[config.mk]
export PLATFORM = sky130hd
export DESIGN_NAME = program_memory_loader_flat
export DESIGN_NICKNAME = d
export VERILOG_FILES = /design/src/rtl/program_loader_pkg.sv /design/src/rtl/program_memory_loader_if.sv /design/src/rtl/byte_word_assembler.sv /design/src/rtl/program_memory_loader.sv /design/src/flat_wrapper.sv
export SDC_FILE = /design/constraint.sdc
export NUM_CORES = 1
export LEC_CHECK = 0
export BUFFER_PORTS_ARGS = -buffer_cell sky130_fd_sc_hd__buf_4
export CELL_PAD_IN_SITES_DETAIL_PLACEMENT = 0
export CELL_PAD_IN_SITES_GLOBAL_PLACEMENT = 2
export CORE_ASPECT_RATIO = 1.5
export CORE_MARGIN = 1.5
export CORE_UTILIZATION = 25
export CTS_BUF_LIST = sky130_fd_sc_hd__clkbuf_16
export CTS_CLUSTER_DIAMETER = 200
export DETAILED_ROUTE_END_ITERATION = 10
export GPL_ROUTABILITY_DRIVEN = 0
export PLACE_DENSITY_LB_ADDON = 0.1
export SLEW_MARGIN = 20
export SYNTH_ARGS = -nofsm -noshare
export SYNTH_HDL_FRONTEND = slang
export SYNTH_SLANG_ARGS = --single-unit
[constraint.sdc]
create_clock -name clk -period 4.28 [get_ports clk]
set_input_delay 0.642 -clock clk [delete_from_list [all_inputs] [get_ports clk]]
set_output_delay 0.642 -clock clk [all_outputs]
set_load 0.01 [all_outputs]
[src/rtl/program_loader_pkg.sv]
// Shared constants, state encoding and address helper for the program memory loader.
package program_loader_pkg;

    localparam int unsigned BYTE_W         = 8;
    localparam int unsigned BYTES_PER_WORD = 4;
    localparam int unsigned WORD_W         = BYTE_W * BYTES_PER_WORD;
    localparam int unsigned ADDR_SHIFT     = 2;
    localparam int unsigned CNT_W          = 2;

    typedef enum logic [2:0] {
        ST_IDLE,
        ST_HEADER,
        ST_LOAD,
        ST_WRITE,
        ST_DONE,
        ST_ERROR
    } state_e;

    // Word index to byte address, matching the fetch path's Address[31:2] decode.
    function automatic logic [WORD_W-1:0] word_to_byte_addr(input logic [WORD_W-1:0] idx);
        return idx << ADDR_SHIFT;
    endfunction

endpackage

[src/rtl/program_memory_loader_if.sv]
// Byte stream input and instruction-memory write port of the loader.
interface program_memory_loader_if #(
    parameter int unsigned DATA_WIDTH = 32
) ();
    import program_loader_pkg::*;

    logic [BYTE_W-1:0]     RxData;
    logic                  RxValid;
    logic                  RxReady;
    logic                  MemWriteEnable;
    logic [DATA_WIDTH-1:0] MemAddress;
    logic [DATA_WIDTH-1:0] MemWriteData;

    modport master (
        input  RxData, RxValid,
        output RxReady, MemWriteEnable, MemAddress, MemWriteData
    );

    modport slave (
        output RxData, RxValid,
        input  RxReady, MemWriteEnable, MemAddress, MemWriteData
    );

endinterface

[src/rtl/byte_word_assembler.sv]
// Shifts accepted bytes into a big-endian 32-bit word; flags the byte that completes a word.
module byte_word_assembler
    import program_loader_pkg::*;
(
    input  logic              clk,
    input  logic              reset,
    input  logic              clear,
    input  logic              byte_valid,
    input  logic [BYTE_W-1:0] byte_data,
    output logic [WORD_W-1:0] word,
    output logic [WORD_W-1:0] word_next_c,
    output logic              word_valid_c
);

    logic [WORD_W-1:0] shift_q, shift_d;
    logic [CNT_W-1:0]  cnt_q, cnt_d;

    assign word_next_c  = {shift_q[WORD_W-BYTE_W-1:0], byte_data};
    assign word_valid_c = byte_valid && (cnt_q == CNT_W'(BYTES_PER_WORD - 1));
    assign word         = shift_q;

    always_comb begin
        shift_d = shift_q;
        cnt_d   = cnt_q;
        if (clear) begin
            shift_d = '0;
            cnt_d   = '0;
        end else if (byte_valid) begin
            shift_d = word_next_c;
            cnt_d   = cnt_q + CNT_W'(1);
        end
    end

    always_ff @(posedge clk) begin
        if (reset) begin
            shift_q <= '0;
            cnt_q   <= '0;
        end else begin
            shift_q <= shift_d;
            cnt_q   <= cnt_d;
        end
    end

endmodule

[src/rtl/program_memory_loader.sv]
// Loads a length-prefixed byte image into instruction memory, holding the CPU until complete.
module program_memory_loader
    import program_loader_pkg::*;
#(
    parameter int unsigned MEMORY_DEPTH = 32,
    parameter int unsigned DATA_WIDTH   = 32
) (
    input  logic                    clk,
    input  logic                    reset,
    input  logic                    Start,
    program_memory_loader_if.master bus,
    output logic                    CpuHold,
    output logic                    Busy,
    output logic                    Done,
    output logic                    Error
);

    // One extra bit so a full-depth image count is representable.
    localparam int unsigned IDX_W = $clog2(MEMORY_DEPTH) + 1;

    state_e            state_q, state_d;
    logic [IDX_W-1:0]  word_index_q, word_index_d;
    logic [IDX_W-1:0]  n_q, n_d;
    logic              rx_ready_q, rx_ready_d;
    logic              mem_we_q, mem_we_d;
    logic              cpu_hold_q, cpu_hold_d;
    logic              busy_q, busy_d;
    logic              done_q, done_d;
    logic              error_q, error_d;

    logic              xfer_c;
    logic              asm_clear_c;
    logic              word_valid_c;
    logic [WORD_W-1:0] word_next_c;
    logic [WORD_W-1:0] shift_word;

    assign xfer_c = bus.RxValid && rx_ready_q;

    byte_word_assembler u_asm (
        .clk          (clk),
        .reset        (reset),
        .clear        (asm_clear_c),
        .byte_valid   (xfer_c),
        .byte_data    (bus.RxData),
        .word         (shift_word),
        .word_next_c  (word_next_c),
        .word_valid_c (word_valid_c)
    );

    // Next state, counters, and output flags decoded from the next state.
    always_comb begin
        state_d      = state_q;
        word_index_d = word_index_q;
        n_d          = n_q;
        asm_clear_c  = 1'b0;

        case (state_q)
            ST_IDLE, ST_DONE, ST_ERROR: begin
                if (Start) begin
                    state_d      = ST_HEADER;
                    word_index_d = '0;
                    asm_clear_c  = 1'b1;
                end
            end
            ST_HEADER: begin
                if (word_valid_c) begin
                    if ((word_next_c == '0) || (word_next_c > WORD_W'(MEMORY_DEPTH))) begin
                        state_d = ST_ERROR;
                    end else begin
                        n_d     = IDX_W'(word_next_c);
                        state_d = ST_LOAD;
                    end
                end
            end
            ST_LOAD: begin
                if (word_valid_c) begin
                    state_d = ST_WRITE;
                end
            end
            ST_WRITE: begin
                word_index_d = word_index_q + IDX_W'(1);
                state_d      = (word_index_d == n_q) ? ST_DONE : ST_LOAD;
            end
            default: begin
                state_d = ST_IDLE;
            end
        endcase

        rx_ready_d = (state_d == ST_HEADER) || (state_d == ST_LOAD);
        mem_we_d   = (state_d == ST_WRITE);
        busy_d     = rx_ready_d || mem_we_d;
        done_d     = (state_d == ST_DONE);
        error_d    = (state_d == ST_ERROR);
        cpu_hold_d = busy_d || error_d;
    end

    always_ff @(posedge clk) begin
        if (reset) begin
            state_q      <= ST_IDLE;
            word_index_q <= '0;
            n_q          <= '0;
            rx_ready_q   <= 1'b0;
            mem_we_q     <= 1'b0;
            cpu_hold_q   <= 1'b0;
            busy_q       <= 1'b0;
            done_q       <= 1'b0;
            error_q      <= 1'b0;
        end else begin
            state_q      <= state_d;
            word_index_q <= word_index_d;
            n_q          <= n_d;
            rx_ready_q   <= rx_ready_d;
            mem_we_q     <= mem_we_d;
            cpu_hold_q   <= cpu_hold_d;
            busy_q       <= busy_d;
            done_q       <= done_d;
            error_q      <= error_d;
        end
    end

    assign bus.RxReady        = rx_ready_q;
    assign bus.MemWriteEnable = mem_we_q;
    assign bus.MemAddress     = DATA_WIDTH'(word_to_byte_addr(WORD_W'(word_index_q)));
    assign bus.MemWriteData   = DATA_WIDTH'(shift_word);
    assign CpuHold            = cpu_hold_q;
    assign Busy               = busy_q;
    assign Done               = done_q;
    assign Error              = error_q;

endmodule

[src/flat_wrapper.sv]
// flat-port wrapper written by rule: the top's interface ports become plain ports
module program_memory_loader_flat import program_loader_pkg::*;
#(
    parameter int unsigned MEMORY_DEPTH = 32,
    parameter int unsigned DATA_WIDTH   = 32
)
  (clk, reset, Start, CpuHold, Busy, Done, Error, bus_RxData, bus_RxValid, bus_RxReady, bus_MemWriteEnable, bus_MemAddress, bus_MemWriteData);
  program_memory_loader_if #(.DATA_WIDTH(DATA_WIDTH)) bus_i ();
  input  logic clk;
  input  logic reset;
  input  logic Start;
  output logic CpuHold;
  output logic Busy;
  output logic Done;
  output logic Error;
  input wire logic [$bits(bus_i.RxData)-1:0] bus_RxData;
  input wire logic [$bits(bus_i.RxValid)-1:0] bus_RxValid;
  output wire logic [$bits(bus_i.RxReady)-1:0] bus_RxReady;
  output wire logic [$bits(bus_i.MemWriteEnable)-1:0] bus_MemWriteEnable;
  output wire logic [$bits(bus_i.MemAddress)-1:0] bus_MemAddress;
  output wire logic [$bits(bus_i.MemWriteData)-1:0] bus_MemWriteData;
  assign bus_i.RxData = bus_RxData;
  assign bus_i.RxValid = bus_RxValid;
  assign bus_RxReady = bus_i.RxReady;
  assign bus_MemWriteEnable = bus_i.MemWriteEnable;
  assign bus_MemAddress = bus_i.MemAddress;
  assign bus_MemWriteData = bus_i.MemWriteData;
  program_memory_loader #(.MEMORY_DEPTH(MEMORY_DEPTH), .DATA_WIDTH(DATA_WIDTH)) u_core (.clk(clk), .reset(reset), .Start(Start), .bus(bus_i), .CpuHold(CpuHold), .Busy(Busy), .Done(Done), .Error(Error));
endmodule
==> metrics.txt, run 1 <==
status=complete, no violations; FFs w/ async S/R, synth=0%; cts hold-fix bufs=0; Root Buffer=clkbuf_16; Final TNS setup=0 ns; H-tree Lvls=2; ant diodes=0; FILL cells=1,076; largest net degree at the start of global routing=35; area leader, netlist=dfxtp_1; DR vias/cell=4.573; antenna violations before repair=0; Post-synth top flop=dfxtp_1; WL met2=3506 µm; met1 wire length=2833 µm; max-cap violation count=0; standard-cell row count=44; fraction of layout cells with a size suffix above 1=21.23%; DR top layer=met4; vias in the first global route=1,980; count of input and output buffers=55; CP Buf/Inv Count=0; DR WL met3=293 µm; Worst-Margin Slew=0.8482 ns; Crit path arrival time=2.52 ns; Tot GR Track Use=12.75%; post-synthesis mux area share=0%; type of origin of the critical path=register; critical path's slowest cell=dfxtp_1; Peak VDD IR=0.1386 mV; IO Pins=82; min Tclk post-route=2.306 ns; synthesized flop and latch total=55; Distinct cells, synth=40; Residual DRC=0; CTS tree=yes; CTS buffer count=5; GRT overflow=0; clk_lat worst skew=0.30 ns; Area growth syn-to-layout=24.56%; CP peak stage delay=0.48 ns; EDFF count, synth=0; Final Hold Viols=0; Post-Synthesis Cells=308; final wirelength=6751 µm; DP Cell Count=465; worst min-delay path startpoint=u_core.u_asm.cnt_q[1]; initial core utilization=25.66%; Yosys top cell area share=44.29%; via count=2,163; Final Skew=0.006140 ns; RSZ-0062 raised after global routing=false; Synth area leaders=dfxtp_1 (44%), nand2_1 (11%), a21oi_1 (9.5%), buf_4 (7.9%), xnor2_1 (2.5%); largest family of logic cells by synthesized area=simple AND/OR/NAND/NOR gates; final-report setup violation count=0; R2R Path Start=u_core.word_index_q[0]; Place WS=1.712 ns; Worst Hold Class=reg2reg; crit-path cells=ha_1 -> nand3_1 -> or3_1 -> a211o_2 -> a211oi_2 -> nor3b_1; Top Family by Delay on Critical Path=compound AO/OA/AOI/OAI gates; yosys warns=0; area share of fa/ha/maj cells after synthesis=1.007%; maximum clock path buffer count=2; Slew HR=42.94%; clk slew on worst S/H paths=0.07 ns; Die Area=0.01056 mm²; Final ANT Viol Nets=0; fin cells=473; Sink Count=55; Syn Std Cell Area=0.002486 mm²; Sequential Area=0.001101 mm²; DRT Pass-1 Iters=4; Multi-input gate area=0.001216 mm²; post_cts resized=0; fmax=433.6 MHz; Die Ht=125.1 µm; DRT iter0 DRCs=58; Setup CP Type=reg2reg; sequential fraction of the synthesis area=44.29%; Pwr Density=362.9 mW/mm²; nets=371; Post-Synth XOR/XNOR Area=3.171%; core area=0.009689 mm²; setup bufs post-CTS=0; syn_area_per_cell=8.072 µm²; Max FO, Critical Path=7; CP required=4.50 ns; max-slew violation count=0; CP Capture Type=register; post-synthesis simple-gate area fraction=25.57%; Pwr Total=0.001124 W; critical path startpoint=u_core.word_index_q[0]; static leakage=1.198 nW; fin util=31.96%; final period utilization=53.88%; DP HPWL=4853 µm; Die Wd=84.42 µm; setup ws final=1.974 ns; Synth Area in Compound Gates=15.25%; first-pass GRT wire length=10,720 µm; DR WL/cell=14.27 µm
logic make-up after synthesis:
kind of cell             Yosys count
AND/OR/NAND/NOR                  133
AO/OA/AOI/OAI                     64
flip-flops                        55
buffers and inverters             44
XOR/XNOR                           9
adder cells (fa/ha/maj)            2
other                              1
cell type report:
type	count	area share, %
Clock buffer	5	4.040
Clock inverter	3	2.061
Inverter	3	0.3636
Multi-Input combinational cell	234	39.27
Sequential cell	55	35.56
Tap cell	115	4.646
Timing Repair Buffer	58	14.06
cells in the mapped netlist (2+ instances only):
cell,instances
dfxtp_1,55
inv_1,3
nor3b_1,2
nor3_1,4
a21oi_1,47
o21ai_0,5
buf_4,26
nor2_1,12
nand2_1,76
xnor2_1,7
xor2_1,2
or3_1,4
nor2b_1,5
clkbuf_1,15
and3_1,2
nor4_1,7
ha_1,2
nand4_1,3
nand3_1,9
a211oi_2,2
metal layers:
layer | vias to the layer above | global-route usage [%]
met5 | - | 0
met3 | 6 | 2.706
met2 | 47 | 21.88
met1 | 1018 | 15.40
met4 | 0 | 5.123
li1 | 1092 | -
worst min-delay path, delay by kind of cell (launching register included):
kind / cells / cell delay (ns)
AO/OA/AOI/OAI: 1 / 0.05
AND/OR/NAND/NOR: 1 / 0.05
flip-flops: 1 / 0.31
power breakdown:
group          internal [W]  switching (W)
combinational     0.0000233      0.0000543
clock              0.000334       0.000190
sequential         0.000517     0.00000563
stage by stage:
stage	instance area, µm²	hold slack, ns
after floorplan	2580	0.4400
after global placement	2908	0.4458
after detailed placement	2908	0.4509
after CTS	3097	0.4614
after global routing	3097	0.4801
final	3097	0.4566
worst paths after layout:
check | endpoint | slack [ns] | cells past startpoint
max | u_core.Done | 1.97 | 6
min | u_core.u_asm.cnt_q[1] | 0.46 | 2
max reg2reg | u_core.Done | 1.97 | 6
min reg2reg | u_core.u_asm.cnt_q[1] | 0.46 | 2
layout by cell type, fill, tap and decap left out, types with 5 or more instances in the layout:
| cell | instances |
|---|---|
| o21ai_0 | 5 |
| nand2_1 | 76 |
| dfxtp_1 | 55 |
| clkbuf_16 | 5 |
| nor4_1 | 7 |
| nor2_1 | 12 |
| nand3_1 | 9 |
| conb_1 | 26 |
| buf_4 | 58 |
| xnor2_1 | 7 |
| nor2b_1 | 5 |
| a21oi_1 | 47 |
sequential cells by signal (all words and copies together) (netlist names):
| register | flops |
|---|---|
| u_core.bus.RxReady | 1 |
| u_core.Done | 1 |
| u_core.u_asm.cnt_q | 2 |
| u_core.n_q | 6 |
| u_core.state_q | 3 |
| u_core.word_index_q | 6 |
| u_core.Busy | 1 |
| u_core.bus.MemWriteEnable | 1 |
| u_core.Error | 1 |
| u_core.u_asm.word | 32 |
| u_core.CpuHold | 1 |
No activity file was read; power rests on OpenSTA's default activity.
==> run 2, diff against run 1 <==
Clock period 4.28 ns to 2.1 ns, I/O delays scaled along.
==> run 2 against run 1 <==
  * Cell count increased by 3.8%
  * Critical endpoint is now u_core.bus.RxReady
  * Register-to-register slack got worse by 1.8 ns
  * Non-clock buffer count increased by 18
  * Setup slack got worse by 1.8 ns
  * Via count increased by 0.92%
  * Combinational power increased by 120%
  * Die area unchanged
  * Flip-flop and latch count unchanged
  * Largest cell class unchanged
==> metrics.txt, run 2 (synthesized netlist as in run 1, its figures left out) <==
status=complete, no violations; fmax=506.3 MHz (+17%); max-cap violation count=0 (unchanged); clk_lat worst skew=0.29 ns (about the same); DR WL/cell=13.90 µm (-2.6%); type of origin of the critical path=register; max-slew violation count=0 (unchanged); Pint=0.001544 W (+77%); Max FO, Critical Path=3 (-4); cts hold-fix bufs=0 (unchanged); Pwr Density=644.8 mW/mm² (+78%); final-report setup violation count=0 (unchanged); Die Wd=84.42 µm (unchanged); min Tclk post-route=1.975 ns (-0.3309 ns); setup ws final=0.1247 ns (-1.849 ns); initial core utilization=25.66% (unchanged); largest net degree at the start of global routing=35 (unchanged); DRT Pass-1 Iters=4 (unchanged); first-pass GRT wire length=11,100 µm (+3.5%); Die Area=0.01056 mm² (unchanged); maximum clock path buffer count=2 (unchanged); Setup CP Type=reg2reg; Final Skew=0.005596 ns (-0.0005436 ns); Root Buffer=clkbuf_16; via count=2,183 (+0.92%); vias in the first global route=2,100 (+6.1%); CP Capture Type=register; standard-cell row count=44 (unchanged); DP HPWL=4990 µm (+2.8%); Post-DP Area=0.003035 mm² (+4.4%); final period utilization=94.06% (+40 points); ant diodes=0 (unchanged); DRT iter0 DRCs=42 (-28%); IO Pins=82 (unchanged); core area=0.009689 mm² (unchanged); part of the power in combinational logic=8.2% (+1.3 points); nets=389 (+4.9%); CTS tree=yes; Peak VDD IR=0.2831 mV (+100%); Place WS=0.03248 ns (-1.679 ns); Reg power frac=51.8% (+5.3 points); antenna violations before repair=0 (unchanged); CTS buffer count=5 (unchanged); worst min-delay path startpoint=bus_RxData[7]; DR vias/cell=4.446 (-2.8%); Die Ht=125.1 µm (unchanged); count of input and output buffers=55 (unchanged); Worst Hold Class=in2reg; post-route cell area=0.003189 mm² (+3.0%); final wirelength=6826 µm (+1.1%); clock share of power=40.0% (-6.6 points); most frequent cells in the layout=nand2_1 (76), buf_4 (76), dfxtp_1 (55); fraction of layout cells with a size suffix above 1=25.00% (+3.8 points); number of flip-flops in the largest register=32 (unchanged); R2R Path Start=u_core.word_index_q[1]; Tot GR Track Use=13.32% (+0.57 points); Final Hold Viols=0 (unchanged); Switching Share=24.92% (+2.7 points); GRT overflow=0 (unchanged); Final TNS setup=0 ns (unchanged); static leakage=1.263 nW (+5.4%); H-tree Lvls=2 (unchanged); Residual DRC=0 (unchanged); RSZ-0062 raised after global routing=false; NetSw=0.0005125 W (+100%); Final ANT Viol Nets=0 (unchanged); critical path startpoint=u_core.word_index_q[1]; CP required=2.27 ns (-2.23 ns); clk slew on worst S/H paths=0.07 ns (about the same); Area growth syn-to-layout=28.28%; Sink Count=55 (unchanged); Crit path arrival time=2.14 ns (-0.38 ns); Pwr Total=0.002056 W (+83%)
==> run 2: cell count changes in the layout (fill, tap and decap cells not counted) <==
cell	previous run	this run
clkinv_1	0	2
buf_4	58	76
bufinv_16	2	0
clkinvlp_4	0	1
nor4_1	7	6
nor4_2	0	1
inv_1	4	3
==> run 2: per-layer routing <==
layer | GRT usage [%] | up-vias | part of all wire (%)
met4 | 4.839 | 0 | 1.6
li1 | - | 1119 | -
met2 | 23.86 | 45 | 53
met3 | 2.970 | 7 | 4.3
met1 | 15.34 | 1012 | 41
met5 | 0 | - | 0
==> run 2: path summary, 6_finish.rpt <==
path / end / slack, ns / cells after the start
max: u_core.bus.RxReady / 0.12 / 7
min: u_core.u_asm.word[7] / 0.28 / 3
max reg2reg: u_core.bus.RxReady / 0.12 / 7
min reg2reg: u_core.u_asm.word[30] / 0.46 / 2
==> run 2: area by class of cell <==
class                      instances  area, µm²
clock inverter                     3      15.01
timing repair buffer              76      570.5
tap                              115      143.9
multi-input combinational        234       1222
clock buffer                       5      125.1
fill                            1068       6500
sequential                        55       1101
inverter                           3      11.26
==> run 2: what timing repair did <==
item	4_1_cts	5_1_grt
endpoints found under the hold margin	0	0
resized for setup	0	1
setup buffers	0	1
endpoints found under the setup margin	0	8
==> run 2: worst max-delay path: stages, from the launching register on <==
cell and delay, ns:
dfxtp_1 0.35, ha_1 0.19, nand3_1 0.13, or3_1 0.33, a211o_2 0.39, a211oi_2 0.25, buf_4 0.17, nor4_1 0.05
==> run 2: stage by stage <==
stage	util (%)	hold WS, ns	std cells
floorplan	-	0.3919	333
global placement	31.33	0.4468	482
detailed placement	31.33	0.4484	482
CTS	32.77	0.2679	490
global route	32.92	0.2811	491
finish	32.92	0.2794	491
==> run 2: power groups by stage <==
stage / clock (W) / combinational (W) / sequential (W)
CTS: 0.000864 / 0.000173 / 0.00106
global route: 0.000898 / 0.000188 / 0.00107
floorplan: 0 / 0.000128 / 0.00109
global placement: 0 / 0.000172 / 0.00109
finish: 0.000822 / 0.000169 / 0.00106
detailed placement: 0 / 0.000172 / 0.00109
